<file path="src/rtl/pipeline_ctrl_pkg.sv">
// Shared MIPS pipeline constants: forwarding selects, opcodes and the
// shadow-entry layouts kept for the EX, MEM and WB stages.
package mips_pipe_pkg;

    localparam logic [1:0] FWD_RF  = 2'b00;
    localparam logic [1:0] FWD_WB  = 2'b01;
    localparam logic [1:0] FWD_MEM = 2'b10;

    localparam logic [5:0] OP_RTYPE = 6'b000000;
    localparam logic [5:0] OP_LW    = 6'b100011;
    localparam logic [5:0] OP_SW    = 6'b101011;
    localparam logic [5:0] OP_ADDI  = 6'b001000;
    localparam logic [5:0] OP_ANDI  = 6'b001100;

    typedef logic [4:0] reg_idx_t;

    typedef struct packed {
        logic     valid;
        reg_idx_t rs;
        reg_idx_t rt;
        reg_idx_t dest;
        logic     reg_write;
        logic     mem_to_reg;
        logic     mem_write;
    } ex_entry_t;

    typedef struct packed {
        logic     valid;
        reg_idx_t dest;
        logic     reg_write;
        logic     mem_to_reg;
        logic     mem_write;
    } mem_entry_t;

    typedef struct packed {
        logic     valid;
        reg_idx_t dest;
        logic     reg_write;
    } wb_entry_t;

    // $0 is hard-wired, so a write to it is never a forwarding source.
    function automatic logic writes_reg(input logic valid, input logic rw, input reg_idx_t dest);
        return valid & rw & (dest != 5'd0);
    endfunction

endpackage

</file>
<file path="src/rtl/pipeline_ctrl_if.sv">
// Handshake bundle between the ID-stage decoder/datapath and the pipeline
// sequencing controller.
interface pipeline_ctrl_if #(parameter int CNT_W = 16);
    logic             id_valid;
    logic [4:0]       id_rs;
    logic [4:0]       id_rt;
    logic             id_uses_rs;
    logic             id_uses_rt;
    logic [4:0]       id_dest;
    logic             id_reg_write;
    logic             id_mem_to_reg;
    logic             id_mem_write;
    logic             ex_flush;
    logic             mem_ready;
    logic             pc_en;
    logic             ifid_en;
    logic             ifid_flush;
    logic             idex_bubble;
    logic             pipe_en;
    logic [1:0]       fwd_a;
    logic [1:0]       fwd_b;
    logic [CNT_W-1:0] lu_stall_cnt;
    logic [CNT_W-1:0] mem_wait_cnt;

    modport master (
        output id_valid, id_rs, id_rt, id_uses_rs, id_uses_rt, id_dest,
               id_reg_write, id_mem_to_reg, id_mem_write, ex_flush, mem_ready,
        input  pc_en, ifid_en, ifid_flush, idex_bubble, pipe_en, fwd_a, fwd_b,
               lu_stall_cnt, mem_wait_cnt
    );

    modport slave (
        input  id_valid, id_rs, id_rt, id_uses_rs, id_uses_rt, id_dest,
               id_reg_write, id_mem_to_reg, id_mem_write, ex_flush, mem_ready,
        output pc_en, ifid_en, ifid_flush, idex_bubble, pipe_en, fwd_a, fwd_b,
               lu_stall_cnt, mem_wait_cnt
    );
endinterface

</file>
<file path="src/rtl/pipeline_ctrl_fwd_sel.sv">
// One EX operand's forwarding select; the nearer stage (MEM) wins over WB.
module fwd_sel
    import mips_pipe_pkg::*;
(
    input  logic       i_ex_valid,
    input  reg_idx_t   i_src,
    input  logic       i_mem_valid,
    input  logic       i_mem_reg_write,
    input  reg_idx_t   i_mem_dest,
    input  logic       i_wb_valid,
    input  logic       i_wb_reg_write,
    input  reg_idx_t   i_wb_dest,
    output logic [1:0] o_fwd
);
    always_comb begin
        o_fwd = FWD_RF;
        if (i_ex_valid) begin
            if (writes_reg(i_mem_valid, i_mem_reg_write, i_mem_dest) && (i_mem_dest == i_src))
                o_fwd = FWD_MEM;
            else if (writes_reg(i_wb_valid, i_wb_reg_write, i_wb_dest) && (i_wb_dest == i_src))
                o_fwd = FWD_WB;
        end
    end
endmodule

</file>
<file path="src/rtl/pipeline_ctrl.sv">
// Pipeline sequencing controller: shadows EX/MEM/WB control fields and derives
// stalls, flushes, memory-wait freezes, forwarding selects and stall counters.
module pipeline_ctrl
    import mips_pipe_pkg::*;
#(
    parameter int CNT_W = 16
) (
    input logic         clk,
    input logic         rst,
    pipeline_ctrl_if.slave bus
);
    ex_entry_t        r_ex;
    mem_entry_t       r_mem;
    wb_entry_t        r_wb;
    logic [CNT_W-1:0] r_lu_cnt;
    logic [CNT_W-1:0] r_mw_cnt;

    logic      w_mem_wait;
    logic      w_load_use;
    logic      w_flush;
    logic      w_pc_en;
    logic      w_ifid_en;
    logic      w_ifid_flush;
    logic      w_idex_bubble;
    logic      w_pipe_en;
    ex_entry_t w_ex_next;

    assign w_mem_wait = r_mem.valid & (r_mem.mem_to_reg | r_mem.mem_write) & ~bus.mem_ready;
    // Masking with rst keeps outputs at their reset values even if ex_flush is high during reset.
    assign w_flush    = bus.ex_flush & ~rst;
    assign w_load_use = bus.id_valid & r_ex.valid & r_ex.mem_to_reg & (r_ex.dest != 5'd0) &
                        ((bus.id_uses_rs & (bus.id_rs == r_ex.dest)) |
                         (bus.id_uses_rt & (bus.id_rt == r_ex.dest))) & ~rst;

    always_comb begin
        w_pc_en       = 1'b1;
        w_ifid_en     = 1'b1;
        w_ifid_flush  = 1'b0;
        w_idex_bubble = 1'b0;
        w_pipe_en     = 1'b1;
        if (w_mem_wait) begin
            w_pc_en   = 1'b0;
            w_ifid_en = 1'b0;
            w_pipe_en = 1'b0;
        end else if (w_flush) begin
            w_ifid_flush  = 1'b1;
            w_idex_bubble = 1'b1;
        end else if (w_load_use) begin
            w_pc_en       = 1'b0;
            w_ifid_en     = 1'b0;
            w_idex_bubble = 1'b1;
        end
    end

    always_comb begin
        w_ex_next            = '0;
        if (!w_idex_bubble) begin
            w_ex_next.valid      = bus.id_valid;
            w_ex_next.rs         = bus.id_rs;
            w_ex_next.rt         = bus.id_rt;
            w_ex_next.dest       = bus.id_dest;
            w_ex_next.reg_write  = bus.id_reg_write;
            w_ex_next.mem_to_reg = bus.id_mem_to_reg;
            w_ex_next.mem_write  = bus.id_mem_write;
        end
    end

    always_ff @(posedge clk or posedge rst) begin
        if (rst) begin
            r_ex     <= '0;
            r_mem    <= '0;
            r_wb     <= '0;
            r_lu_cnt <= '0;
            r_mw_cnt <= '0;
        end else begin
            if (w_pipe_en) begin
                r_wb.valid       <= r_mem.valid;
                r_wb.dest        <= r_mem.dest;
                r_wb.reg_write   <= r_mem.reg_write;
                r_mem.valid      <= r_ex.valid;
                r_mem.dest       <= r_ex.dest;
                r_mem.reg_write  <= r_ex.reg_write;
                r_mem.mem_to_reg <= r_ex.mem_to_reg;
                r_mem.mem_write  <= r_ex.mem_write;
                r_ex             <= w_ex_next;
            end
            if (w_load_use && !w_mem_wait && !w_flush && (r_lu_cnt != '1))
                r_lu_cnt <= r_lu_cnt + CNT_W'(1);
            if (w_mem_wait && (r_mw_cnt != '1))
                r_mw_cnt <= r_mw_cnt + CNT_W'(1);
        end
    end

    reg_idx_t   w_src [2];
    logic [1:0] w_fwd [2];

    assign w_src[0] = r_ex.rs;
    assign w_src[1] = r_ex.rt;

    generate
        for (genvar gi = 0; gi < 2; gi++) begin : g_fwd
            fwd_sel u_fwd_sel (
                .i_ex_valid      (r_ex.valid),
                .i_src           (w_src[gi]),
                .i_mem_valid     (r_mem.valid),
                .i_mem_reg_write (r_mem.reg_write),
                .i_mem_dest      (r_mem.dest),
                .i_wb_valid      (r_wb.valid),
                .i_wb_reg_write  (r_wb.reg_write),
                .i_wb_dest       (r_wb.dest),
                .o_fwd           (w_fwd[gi])
            );
        end
    endgenerate

    assign bus.pc_en        = w_pc_en;
    assign bus.ifid_en      = w_ifid_en;
    assign bus.ifid_flush   = w_ifid_flush;
    assign bus.idex_bubble  = w_idex_bubble;
    assign bus.pipe_en      = w_pipe_en;
    assign bus.fwd_a        = w_fwd[0];
    assign bus.fwd_b        = w_fwd[1];
    assign bus.lu_stall_cnt = r_lu_cnt;
    assign bus.mem_wait_cnt = r_mw_cnt;
endmodule

</file>
<file path="src/flat_wrapper.sv">
// flat-port wrapper written by rule: the top's interface ports become plain ports
module pipeline_ctrl_flat import mips_pipe_pkg::*;
#(
    parameter int CNT_W = 16
)
  (clk, rst, bus_id_valid, bus_id_rs, bus_id_rt, bus_id_uses_rs, bus_id_uses_rt, bus_id_dest, bus_id_reg_write, bus_id_mem_to_reg, bus_id_mem_write, bus_ex_flush, bus_mem_ready, bus_pc_en, bus_ifid_en, bus_ifid_flush, bus_idex_bubble, bus_pipe_en, bus_fwd_a, bus_fwd_b, bus_lu_stall_cnt, bus_mem_wait_cnt);
  pipeline_ctrl_if #(.CNT_W(CNT_W)) bus_i ();
  input logic clk;
  input logic rst;
  input wire logic [$bits(bus_i.id_valid)-1:0] bus_id_valid;
  input wire logic [$bits(bus_i.id_rs)-1:0] bus_id_rs;
  input wire logic [$bits(bus_i.id_rt)-1:0] bus_id_rt;
  input wire logic [$bits(bus_i.id_uses_rs)-1:0] bus_id_uses_rs;
  input wire logic [$bits(bus_i.id_uses_rt)-1:0] bus_id_uses_rt;
  input wire logic [$bits(bus_i.id_dest)-1:0] bus_id_dest;
  input wire logic [$bits(bus_i.id_reg_write)-1:0] bus_id_reg_write;
  input wire logic [$bits(bus_i.id_mem_to_reg)-1:0] bus_id_mem_to_reg;
  input wire logic [$bits(bus_i.id_mem_write)-1:0] bus_id_mem_write;
  input wire logic [$bits(bus_i.ex_flush)-1:0] bus_ex_flush;
  input wire logic [$bits(bus_i.mem_ready)-1:0] bus_mem_ready;
  output wire logic [$bits(bus_i.pc_en)-1:0] bus_pc_en;
  output wire logic [$bits(bus_i.ifid_en)-1:0] bus_ifid_en;
  output wire logic [$bits(bus_i.ifid_flush)-1:0] bus_ifid_flush;
  output wire logic [$bits(bus_i.idex_bubble)-1:0] bus_idex_bubble;
  output wire logic [$bits(bus_i.pipe_en)-1:0] bus_pipe_en;
  output wire logic [$bits(bus_i.fwd_a)-1:0] bus_fwd_a;
  output wire logic [$bits(bus_i.fwd_b)-1:0] bus_fwd_b;
  output wire logic [$bits(bus_i.lu_stall_cnt)-1:0] bus_lu_stall_cnt;
  output wire logic [$bits(bus_i.mem_wait_cnt)-1:0] bus_mem_wait_cnt;
  assign bus_i.id_valid = bus_id_valid;
  assign bus_i.id_rs = bus_id_rs;
  assign bus_i.id_rt = bus_id_rt;
  assign bus_i.id_uses_rs = bus_id_uses_rs;
  assign bus_i.id_uses_rt = bus_id_uses_rt;
  assign bus_i.id_dest = bus_id_dest;
  assign bus_i.id_reg_write = bus_id_reg_write;
  assign bus_i.id_mem_to_reg = bus_id_mem_to_reg;
  assign bus_i.id_mem_write = bus_id_mem_write;
  assign bus_i.ex_flush = bus_ex_flush;
  assign bus_i.mem_ready = bus_mem_ready;
  assign bus_pc_en = bus_i.pc_en;
  assign bus_ifid_en = bus_i.ifid_en;
  assign bus_ifid_flush = bus_i.ifid_flush;
  assign bus_idex_bubble = bus_i.idex_bubble;
  assign bus_pipe_en = bus_i.pipe_en;
  assign bus_fwd_a = bus_i.fwd_a;
  assign bus_fwd_b = bus_i.fwd_b;
  assign bus_lu_stall_cnt = bus_i.lu_stall_cnt;
  assign bus_mem_wait_cnt = bus_i.mem_wait_cnt;
  pipeline_ctrl #(.CNT_W(CNT_W)) u_core (.clk(clk), .rst(rst), .bus(bus_i));
endmodule
</file>
<file path="config.mk">
export PLATFORM = sky130hd
export DESIGN_NAME = pipeline_ctrl_flat
export DESIGN_NICKNAME = d
export VERILOG_FILES = /design/src/rtl/pipeline_ctrl_pkg.sv /design/src/rtl/pipeline_ctrl_if.sv /design/src/rtl/pipeline_ctrl_fwd_sel.sv /design/src/rtl/pipeline_ctrl.sv /design/src/flat_wrapper.sv
export SDC_FILE = /design/constraint.sdc
export NUM_CORES = 1
export LEC_CHECK = 0
export BUFFER_PORTS_ARGS = -buffer_cell sky130_fd_sc_hd__buf_2
export CORE_AREA = 2 2 78 118
export CTS_CLUSTER_DIAMETER = 80
export DETAILED_ROUTE_END_ITERATION = 7
export DIE_AREA = 0 0 80 120
export HOLD_SLACK_MARGIN = 0.08
export PLACE_DENSITY = 0.71
export SETUP_SLACK_MARGIN = 0.02
export SLEW_MARGIN = 10
export SYNTH_ARGS = -nofsm -noshare
export SYNTH_HDL_FRONTEND = slang
export SYNTH_SLANG_ARGS = --single-unit
</file>
<file path="constraint.sdc">
create_clock -name clk -period 2.5 [get_ports clk]
set_input_delay 0.125 -clock clk [delete_from_list [all_inputs] [get_ports clk]]
set_output_delay 0.125 -clock clk [all_outputs]
set_load 0.005 [all_outputs]
</file>
==> impl_metrics.tcl <==
set metrics [dict create \
    status "finished, final reports clean" \
    grt_pass1_wl_um 13810 \
    drc_errors 0 \
    synth_top_area_share_pct 50.00 \
    worst-setup-path-type "reg -> out" \
    syn_avg_cell_area_um2 10.41 \
    port_buffers 65 \
    clock-sinks 67 \
    fmaxAchievable_ghz 0.4354 \
    dp_cells 494 \
    finalCritPeriodShare_pct 91.87 \
    synth_area_leaders "dfrtp_1, xor2_1, xnor2_1, nand2_1, a22o_1" \
    die_width_um 80 \
    antenna_found_initial 0 \
    gp_congestion 0.8462 \
    fill_cells 813 \
    ios 66 \
    routed_wl_um 8194 \
    drtAntennaViolNets 0 \
    place_area_um2 3819 \
    yosysWarningCount 0 \
    drive_gt1_share_pct 23.70 \
    setup-tns-final_ns 0 \
    max_slew_margin_pct 42.04 \
    regToRegStartpoint "u_core.r_ex[6]$_DFFE_PP0N_" \
    clk_path_buf_depth 2 \
    syn_nets 349 \
    critPathRequiredTime_ns 2.38 \
    wl_per_cell_um 15.40 \
    diodes 0 \
    hp-class "in -> async" \
    row_count 42 \
    dr_total_vias 2737 \
    cts_buffers 9 \
    grt_overflow_total 0 \
    drv_slew 0 \
    grt_pass1_vias 2777 \
    area_delta_synth_final_pct 30.63 \
    multi_input_area_um2 1617 \
    cts_tree "built" \
    finalHoldViolCount 0 \
    viasPerCell 5.145 \
    clock_skew_ns 0.004357 \
    endpoint_kind "primary output" \
    path_max_fanout 6 \
    syn-cell-area_um2 3353 \
    yosys_register_bits 67 \
    crit_start "u_core.r_ex[6]$_DFFE_PP0N_" \
    ys.flop_type "dfrtp_1" \
    start_util_pct 38.91 \
    path_clk_slew_ns 0.05 \
    leakage_nw 2.180 \
    fin_area_um2 4380 \
    clockRootBuffer "clkbuf_16" \
    synth_edf_count 0 \
    ir_worst_vdd_mv 0.4432 \
    final_cells 532 \
    startpoint_type "register" \
    nNetsFinal 444 \
    die_h_um 120 \
    maxCapViolations 0 \
    worstMarginPinSlew_ns 0.8693 \
    period_minus_slack_ns 2.297 \
    clk_latency_ns 0.33 \
    dp_hpwl_um 5798 \
    htreeDepth 3 \
    regArea_um2 1677 \
    ys_seq_area_share_pct 50.00 \
    setup_viol 0 \
    ys_types 45 \
    core_area_um2 8618 \
    grt_use_total_pct 18.65 \
    power.density_nw_per_um2 770.5 \
    first_pass_iters 4 \
    drt_iter0_markers 233 \
    rsz0062_at_grt "false" \
    grt_max_degree 68 \
    worst_hold_slack_ns 0.06323 \
    arrival_ns 2.17 \
    synthArstFlopShare_pct 100.0 \
    synthCells 322 \
    netlist.top_cell.by_area "dfrtp_1" \
    die_area_um2 9600 \
]
kinds of logic (layout without fill, tap and decap cells):
family	after synthesis	after routing	share of synthesized area, %
AOI/OAI and AO/OA	32	32	7.762
xor gates and xnor gates	59	59	15.41
adders and majority gates	2	2	0.7461
buffers and inverters	17	117	2.388
DFF	67	67	50.00
muxes	3	3	0.9701
and+or+nand+nor	142	142	22.72
metrics by stage:
stage                     utilization, %  setup slack, ns  power [mW]
after detailed placement           44.31           0.3417       1.977
after floorplan                        -           0.4527       1.772
after global placement             44.31           0.3604       1.959
after CTS                          50.42          0.02742       3.396
final                              50.83           0.2033       3.375
after global routing               50.83          0.03093       3.553
critical path, stage by stage (launching register included):
cell	delay (ns)
dfrtp_1	0.44
xor2_1	0.20
nor4_2	0.31
a32oi_2	0.23
buf_4	0.20
nand2b_1	0.16
o21a_1	0.19
buf_2	0.13
flip-flops by register name, indices dropped and copies added (netlist names):
| signal | cells |
|---|---|
| u_core.bus.mem_wait_cnt | 16 |
| u_core.r_wb | 7 |
| u_core.bus.lu_stall_cnt | 16 |
| u_core.r_mem | 9 |
| u_core.r_ex | 19 |
worst paths after layout:
| kind | end | slack, ns | cells after the start |
|---|---|---|---|
| hold reg to reg | u_core.r_mem[0]$_DFFE_PP0N_ | 0.48 | 2 |
| hold / removal | u_core.r_mem[8]$_DFFE_PP0N_ | 0.06 | 3 |
| setup / recovery | bus_pc_en | 0.20 | 7 |
| max in group asynchronous | u_core.bus.mem_wait_cnt[4]$_DFFE_PP0P_ | 1.85 | 3 |
| min in group clk | u_core.r_wb[6]$_DFFE_PP0N_ | 0.24 | 3 |
| setup reg to reg | u_core.bus.lu_stall_cnt[4]$_DFFE_PP0P_ | 0.34 | 6 |
synthesized netlist by cell type, drive strengths merged (5+ instances only):
master and number:
nor4 9, inv 5, a22o 19, and2 6, xor2 32, clkbuf 7
nand4 8, or4 5, nor2 11, nand2 58, nor3 5, xnor2 27
nand3 12, nand4b 6, dfrtp 67
power by group:
group	leakage [nW]	total, mW	internal (mW)	switching [mW]
Clock	0.159	1.38	0.925	0.457
Sequential	0.874	1.42	1.23	0.184
Combinational	1.15	0.578	0.288	0.290
cell usage in the layout (no fill, tap or decap), types with 5 or more instances in the layout:
cell / instances
a22o_1: 19
buf_2: 65
buf_4: 11
clkbuf_16: 9
dfrtp_1: 67
dlygate4sd3_1: 19
nand2_1: 58
nand3_1: 12
nand4_1: 7
nand4b_1: 6
nor2_1: 11
nor3_1: 5
nor4_1: 7
xnor2_1: 27
xor2_1: 32
timing repair:
action / CTS / global route
hold buffers: 19 / 0
buffers inserted: 0 / 3
pin swaps: 0 / 1
resized for setup: 1 / 2
setup endpoints to repair: 3 / 3
hold endpoints to repair: 19 / 0
final cells by class:
class                   instances  share of cell area (%)
flip-flops and latches         67                   38.27
multi-input cells             238                   36.90
repair buffers                 95                   13.65
clock buffers                  12                   5.855
well taps                     110                   3.142
clock inverters                 4                   1.657
inverters                       6                  0.5141
routing by layer:
| layer | up-vias | part of all wire, % | global-route usage (%) |
|---|---|---|---|
| li1 | 1325 | - | - |
| met1 | 1326 | 42 | 23.66 |
| met2 | 69 | 52 | 30.47 |
| met3 | 17 | 4.2 | 4.211 |
| met4 | 0 | 2.1 | 7.521 |
| met5 | - | 0 | 0 |
No activity file was read; power rests on OpenSTA's default activity.
